`src/rtl/cond_unit_if.sv`:
```
// cond_unit_if: connects the execute-stage decoder/ALU to the conditional-execution
// unit.
//   Pipeline -> unit : en, valid, Cond, ALUFlags, FlagW, PCS, RegW, MemW, NoWrite,
//                      save, restore
//   Unit -> pipeline : CondEx, PCSrc, RegWrite, MemWrite, Flags, SavedFlags, FailCount
// The master modport is the pipeline side. The slave modport is the cond_unit side.
interface cond_unit_if #(
  parameter int CNTW = 16
);
  logic            en;
  logic            valid;
  logic [3:0]      Cond;
  logic [3:0]      ALUFlags;
  logic [1:0]      FlagW;
  logic            PCS;
  logic            RegW;
  logic            MemW;
  logic            NoWrite;
  logic            save;
  logic            restore;
  logic            CondEx;
  logic            PCSrc;
  logic            RegWrite;
  logic            MemWrite;
  logic [3:0]      Flags;
  logic [3:0]      SavedFlags;
  logic [CNTW-1:0] FailCount;

  modport master (
    output en, valid, Cond, ALUFlags, FlagW, PCS, RegW, MemW, NoWrite, save, restore,
    input  CondEx, PCSrc, RegWrite, MemWrite, Flags, SavedFlags, FailCount
  );

  modport slave (
    input  en, valid, Cond, ALUFlags, FlagW, PCS, RegW, MemW, NoWrite, save, restore,
    output CondEx, PCSrc, RegWrite, MemWrite, Flags, SavedFlags, FailCount
  );
endinterface

```
`src/rtl/cond_unit.sv`:
```
// cond_unit: ARMv4 execute-stage conditional-execution unit.
// The unit holds the architectural NZCV flags. It decodes each instruction's condition
// field against those flags and gates the PC, register and memory write controls. The
// flags are updated from the ALU only when the instruction executes. The unit also
// keeps a saved-flags copy for exception entry and return. A saturating counter
// records condition-failed instructions.
// Ports:
//   clk   - rising-edge clock
//   rst_n - synchronous active-low reset
//   bus   - cond_unit_if.slave: stage controls in, gated controls and state out
// The control outputs are combinational. Flags, SavedFlags and FailCount are registered.
module cond_unit #(
  parameter int CNTW = 16
) (
  input logic         clk,
  input logic         rst_n,
  cond_unit_if.slave  bus
);

  logic [3:0]      flags_r;
  logic [3:0]      saved_flags_r;
  logic [CNTW-1:0] fail_cnt_r;
  logic            decode_s;
  logic            cond_ex_s;
  logic            flag_n_s;
  logic            flag_z_s;
  logic            flag_c_s;
  logic            flag_v_s;

  assign flag_n_s = flags_r[3];
  assign flag_z_s = flags_r[2];
  assign flag_c_s = flags_r[1];
  assign flag_v_s = flags_r[0];

  // Decode the condition field against the registered flags. ALUFlags has no bypass.
  always_comb begin
    decode_s = 1'b0;
    case (bus.Cond)
      4'b0000: decode_s = flag_z_s;
      4'b0001: decode_s = ~flag_z_s;
      4'b0010: decode_s = flag_c_s;
      4'b0011: decode_s = ~flag_c_s;
      4'b0100: decode_s = flag_n_s;
      4'b0101: decode_s = ~flag_n_s;
      4'b0110: decode_s = flag_v_s;
      4'b0111: decode_s = ~flag_v_s;
      4'b1000: decode_s = flag_c_s & ~flag_z_s;
      4'b1001: decode_s = ~flag_c_s | flag_z_s;
      4'b1010: decode_s = (flag_n_s == flag_v_s);
      4'b1011: decode_s = (flag_n_s != flag_v_s);
      4'b1100: decode_s = ~flag_z_s & (flag_n_s == flag_v_s);
      4'b1101: decode_s = flag_z_s | (flag_n_s != flag_v_s);
      4'b1110: decode_s = 1'b1;
      4'b1111: decode_s = 1'b0;
      default: decode_s = 1'b0;
    endcase
  end

  // Bubbles and reset never execute. Stall (en) is left to the consumer of these outputs.
  assign cond_ex_s    = decode_s & bus.valid & rst_n;
  assign bus.CondEx   = cond_ex_s;
  assign bus.PCSrc    = bus.PCS & cond_ex_s;
  assign bus.RegWrite = bus.RegW & ~bus.NoWrite & cond_ex_s;
  assign bus.MemWrite = bus.MemW & cond_ex_s;

  assign bus.Flags      = flags_r;
  assign bus.SavedFlags = saved_flags_r;
  assign bus.FailCount  = fail_cnt_r;

  // Architectural flags: restore beats the ALU write. The NZ and CV halves are written
  // independently.
  always_ff @(posedge clk) begin
    if (!rst_n) begin
      flags_r <= 4'b0000;
    end else if (bus.en) begin
      if (bus.restore) begin
        flags_r <= saved_flags_r;
      end else begin
        if (cond_ex_s && bus.FlagW[1]) begin
          flags_r[3:2] <= bus.ALUFlags[3:2];
        end
        if (cond_ex_s && bus.FlagW[0]) begin
          flags_r[1:0] <= bus.ALUFlags[1:0];
        end
      end
    end else begin
      flags_r <= flags_r;
    end
  end

  // Saved flags capture the pre-edge Flags. Save together with restore therefore swaps
  // the two registers.
  always_ff @(posedge clk) begin
    if (!rst_n) begin
      saved_flags_r <= 4'b0000;
    end else if (bus.en && bus.save) begin
      saved_flags_r <= flags_r;
    end else begin
      saved_flags_r <= saved_flags_r;
    end
  end

  // Count condition-failed real instructions. The counter saturates at all-ones.
  always_ff @(posedge clk) begin
    if (!rst_n) begin
      fail_cnt_r <= {CNTW{1'b0}};
    end else if (bus.en && bus.valid && !decode_s && (fail_cnt_r != {CNTW{1'b1}})) begin
      fail_cnt_r <= fail_cnt_r + {{(CNTW-1){1'b0}}, 1'b1};
    end else begin
      fail_cnt_r <= fail_cnt_r;
    end
  end

endmodule

```
`src/flat_wrapper.sv`:
```
// flat-port wrapper written by rule: the top's interface ports become plain ports
module cond_unit_flat 
#(
  parameter int CNTW = 16
)
  (clk, rst_n, bus_en, bus_valid, bus_Cond, bus_ALUFlags, bus_FlagW, bus_PCS, bus_RegW, bus_MemW, bus_NoWrite, bus_save, bus_restore, bus_CondEx, bus_PCSrc, bus_RegWrite, bus_MemWrite, bus_Flags, bus_SavedFlags, bus_FailCount);
  cond_unit_if #(.CNTW(CNTW)) bus_i ();
  input logic clk;
  input logic rst_n;
  input wire logic [$bits(bus_i.en)-1:0] bus_en;
  input wire logic [$bits(bus_i.valid)-1:0] bus_valid;
  input wire logic [$bits(bus_i.Cond)-1:0] bus_Cond;
  input wire logic [$bits(bus_i.ALUFlags)-1:0] bus_ALUFlags;
  input wire logic [$bits(bus_i.FlagW)-1:0] bus_FlagW;
  input wire logic [$bits(bus_i.PCS)-1:0] bus_PCS;
  input wire logic [$bits(bus_i.RegW)-1:0] bus_RegW;
  input wire logic [$bits(bus_i.MemW)-1:0] bus_MemW;
  input wire logic [$bits(bus_i.NoWrite)-1:0] bus_NoWrite;
  input wire logic [$bits(bus_i.save)-1:0] bus_save;
  input wire logic [$bits(bus_i.restore)-1:0] bus_restore;
  output wire logic [$bits(bus_i.CondEx)-1:0] bus_CondEx;
  output wire logic [$bits(bus_i.PCSrc)-1:0] bus_PCSrc;
  output wire logic [$bits(bus_i.RegWrite)-1:0] bus_RegWrite;
  output wire logic [$bits(bus_i.MemWrite)-1:0] bus_MemWrite;
  output wire logic [$bits(bus_i.Flags)-1:0] bus_Flags;
  output wire logic [$bits(bus_i.SavedFlags)-1:0] bus_SavedFlags;
  output wire logic [$bits(bus_i.FailCount)-1:0] bus_FailCount;
  assign bus_i.en = bus_en;
  assign bus_i.valid = bus_valid;
  assign bus_i.Cond = bus_Cond;
  assign bus_i.ALUFlags = bus_ALUFlags;
  assign bus_i.FlagW = bus_FlagW;
  assign bus_i.PCS = bus_PCS;
  assign bus_i.RegW = bus_RegW;
  assign bus_i.MemW = bus_MemW;
  assign bus_i.NoWrite = bus_NoWrite;
  assign bus_i.save = bus_save;
  assign bus_i.restore = bus_restore;
  assign bus_CondEx = bus_i.CondEx;
  assign bus_PCSrc = bus_i.PCSrc;
  assign bus_RegWrite = bus_i.RegWrite;
  assign bus_MemWrite = bus_i.MemWrite;
  assign bus_Flags = bus_i.Flags;
  assign bus_SavedFlags = bus_i.SavedFlags;
  assign bus_FailCount = bus_i.FailCount;
  cond_unit #(.CNTW(CNTW)) u_core (.clk(clk), .rst_n(rst_n), .bus(bus_i));
endmodule
```
`config.mk`:
```
export PLATFORM = sky130hd
export DESIGN_NAME = cond_unit_flat
export DESIGN_NICKNAME = d
export VERILOG_FILES = /design/src/rtl/cond_unit_if.sv /design/src/rtl/cond_unit.sv /design/src/flat_wrapper.sv
export SDC_FILE = /design/constraint.sdc
export NUM_CORES = 1
export LEC_CHECK = 0
export CORE_ASPECT_RATIO = 1.4
export CORE_UTILIZATION = 36
export CTS_BUF_LIST = sky130_fd_sc_hd__clkbuf_4 sky130_fd_sc_hd__clkbuf_8
export DETAILED_ROUTE_END_ITERATION = 8
export GPL_TIMING_DRIVEN = 0
export PLACE_DENSITY = 0.78
export RECOVER_POWER = 25
export SLEW_MARGIN = 20
export SYNTH_ARGS = -nofsm -noshare
export SYNTH_HDL_FRONTEND = slang
export SYNTH_SLANG_ARGS = --single-unit
export TNS_END_PERCENT = 10
```
`constraint.sdc`:
```
create_clock -name clk -period 2.1 [get_ports clk]
set_clock_uncertainty 0.15 [all_clocks]
set_input_delay 0.315 -clock clk [delete_from_list [all_inputs] [get_ports clk]]
set_output_delay 0.315 -clock clk [all_outputs]
set_load 0.1 [all_outputs]
```
==> flow_metrics.env <==
export IMPL_die_height_um=73.8
export IMPL_diodes=0
export IMPL_cts_root_buf="clkbuf_8"
export IMPL_vias_per_cell=5.62
export IMPL_violations="negative setup slack"
export IMPL_synthAdderAreaFrac_pct=0.943
export IMPL_yosysTopAreaCell="dfxtp_1"
export IMPL_cap_violations=0
export IMPL_ys_ff_latch=24
export IMPL_design_area_um2=2080
export IMPL_ys_flop_type="dfxtp_1"
export IMPL_cts_tree="done"
export IMPL_synth_area_um2=1330
export IMPL_clock_sinks=24
export IMPL_power_density_nw_per_um2=573
export IMPL_grt_use_met2_pct=36.0
export IMPL_synth_top_family_by_area="simple AND/OR/NAND/NOR gates"
export IMPL_clock_latency_ns=0.27
export IMPL_fin_crit_ns=2.41
export IMPL_start_util_pct=38.5
export IMPL_area_growth_pct=56.9
export IMPL_reg2reg_depth=9
export IMPL_drc=0
export IMPL_netlist_instances=162
export IMPL_avgRoutedWirePerCell_um=14.4
export IMPL_slew_headroom_pct=36.1
export IMPL_worstHoldPathType="in -> reg"
export IMPL_antenna_found_initial=0
export IMPL_critical_path_class="reg -> out"
export IMPL_synth_enable_flop_cells=0
export IMPL_fin_nets=236
export IMPL_path_clk_slew_ns=0.09
export IMPL_fin_ws_ns=-0.312
export IMPL_worstMarginPinSlew_ns=0.962
export IMPL_synthSimpleGateAreaFrac_pct=24.4
export IMPL_rows=25
export IMPL_dr_pass1_iters=4
export IMPL_leakage_nw=0.805
export IMPL_drv_slew=0
export IMPL_grt_pass1_vias=1266
export IMPL_die_area_um2=3930
export IMPL_cts_buffers=3
export IMPL_grt_total_usage_pct=18.8
export IMPL_synth_most_common_cell="dfxtp_1"
export IMPL_drtIter0Drc=40
export IMPL_place_port_buffers=44
export IMPL_reg2reg_to="u_core.bus.FailCount[0]"
export IMPL_holdBufCountCts=0
export IMPL_clock_fmax_ghz=0.415
export IMPL_crit_path_end_kind="primary output"
export IMPL_grt_busiest_layer="met2"
export IMPL_cp_startpoint="u_core.bus.Flags[3]"
export IMPL_gp_congestion=0.826
export IMPL_synth_xor_area_share_pct=3.30
export IMPL_yosys_top_cells_area="dfxtp_1, a21oi_1, o21ai_0, nand3_1, mux2i_1"
export IMPL_rsz0062_at_grt="true"
export IMPL_num_io_pins=48
export IMPL_stdcell_count=254
export IMPL_syn_avg_cell_area_um2=8.19
export IMPL_finalSetupViolations=19
export IMPL_synth_cell_types=33
export IMPL_worstPathArrival_ns=1.95
export IMPL_cp_required_ns=1.63
export IMPL_netlist_area_leader_share_pct=36.2
export IMPL_grt_start_max_net_pins=15
export IMPL_dp_cells=246
export IMPL_drive_above_1_share_pct=25.7
export IMPL_yosysWarnings=0
export IMPL_finalCritPeriodShare_pct=115
export IMPL_core_um2=3440
export IMPL_endpoint="bus_RegWrite"
export IMPL_hold_violations=0
export IMPL_met1_usage_pct=21.1
export IMPL_placed_cell_area_um2=1880
export IMPL_antenna_left=0
export IMPL_grt_pass1_wl_mm=5.58
export IMPL_ff2ff_setup_slack_ns=-0.25
export IMPL_ir_drop_uv=419
export IMPL_gr_total_overflow=0
export IMPL_critPathMaxFanout=4
export IMPL_htreeDepth=1
export IMPL_critPathLaunchType="flip-flop"
export IMPL_synthArstFlopShare_pct=0
export IMPL_ys_seq_area_share_pct=36.2
export IMPL_synth_compound_area_share_pct=23.3
export IMPL_synthMuxAreaShare_pct=5.57
export IMPL_routed_wl_mm=3.66
export IMPL_synth_fp_nets=183
export IMPL_total_power_mw=1.19
export IMPL_globalRouteMet3Util_pct=2.07
export IMPL_dp_hpwl_mm=2.54
export IMPL_status="finished with violations"
export IMPL_vias=1427
export IMPL_synth_commonest_cells="dfxtp_1, a21oi_1, o21ai_0, nand2_1, nand3_1"
export IMPL_clk_path_buf_depth=2
export IMPL_r2r_start="u_core.bus.FailCount[0]"
export IMPL_fp_dieW_um=53.3
## worst max-delay path, cell delays in order (launching register included)
cell      delay (ns)
dfxtp_4         0.38
xnor2_4         0.20
o221ai_4        0.14
mux2i_4         0.21
nor2_2          0.16
nand3_4         0.12
nor3b_4         0.25
buf_12          0.20
## state kept, by name (all words and copies together) (netlist names)
register and count:
u_core.bus.FailCount 16, u_core.bus.Flags 4, u_core.bus.SavedFlags 4
## cells by family (layout without fill, tap and decap cells)
kind of cell | count (synthesis) | after routing
flops | 24 | 24
mux | 7 | 7
fa+ha+maj | 1 | 1
compound gates | 48 | 48
simple gates | 61 | 61
buf+inv | 16 | 68
xor+xnor | 5 | 5
## what timing repair did
item	CTS	global route
pin swaps	1	4
hold endpoints to repair	0	0
resized for setup	63	21
buffers inserted	0	4
setup endpoints to repair	48	22
## area by class of cell
type / instances / area (um2)
well taps: 40 / 50.0
clock inverters: 1 / 30.0
plain buffers: 7 / 50.0
flip-flops and latches: 24 / 510
multi-input cells: 122 / 890
repair buffers: 48 / 475
inverters: 9 / 33.8
clock buffers: 3 / 41.3
fillers: 320 / 1360
## per-layer routing
layer / vias to the layer above / wire (um)
li1: 705 / -
met1: 669 / 1550
met2: 49 / 1910
met3: 4 / 172
met4: 0 / 21
met5: - / 0
## stage by stage
step | setup TNS, ns | hold slack [ns] | worst slack (ns) | util [%]
4_1_cts | -3.77 | 0.306 | -0.329 | 57.1
5_1_grt | -5.46 | 0.338 | -0.397 | 60.5
3_3_place_gp | -16.27 | 0.316 | -1.46 | 54.7
3_5_place_dp | -17.37 | 0.320 | -1.49 | 54.7
6_report | -3.59 | 0.308 | -0.312 | 60.5
2_1_floorplan | -8.72 | 0.329 | -0.532 | -
## layout by cell type, fill, tap and decap left out, types with 2 or more instances in the layout
master	count
or3_1	3
buf_12	4
nand4_1	7
or3_4	2
buf_6	3
mux2i_1	6
nand2_1	14
or4_1	4
clkbuf_2	2
o31ai_1	5
clkdlybuf4s15_1	2
a21oi_1	19
o21ai_0	15
nor2_2	3
clkdlybuf4s50_1	12
nand3_1	13
clkbuf_1	2
or3_2	5
nor2_1	3
dlygate4sd2_1	24
dfxtp_2	9
dfxtp_4	5
clkbuf_8	3
xnor2_1	2
buf_4	4
dfxtp_1	10
inv_1	7
## worst min-delay path by stage
stage / depth (start not counted) / end / slack, ns / from
detailed placement: 2 / u_core.bus.SavedFlags[1] / 0.32 / u_core.bus.SavedFlags[1]
finish: 3 / u_core.bus.SavedFlags[2] / 0.31 / bus_en
floorplan: 2 / u_core.bus.SavedFlags[0] / 0.33 / bus_save
global route: 3 / u_core.bus.SavedFlags[3] / 0.34 / bus_en
global placement: 2 / u_core.bus.SavedFlags[0] / 0.32 / u_core.bus.SavedFlags[0]
CTS: 3 / u_core.bus.SavedFlags[2] / 0.31 / bus_en
## power by group
| part | leakage [nW] | switching, mW | internal [mW] |
|---|---|---|---|
| combinational | 0.567 | 0.185 | 0.109 |
| clock | 0.0357 | 0.161 | 0.255 |
| sequential | 0.202 | 0.0180 | 0.464 |
| total | 0.805 | 0.364 | 0.828 |
Note: power is estimated with default switching activity, not from simulation.
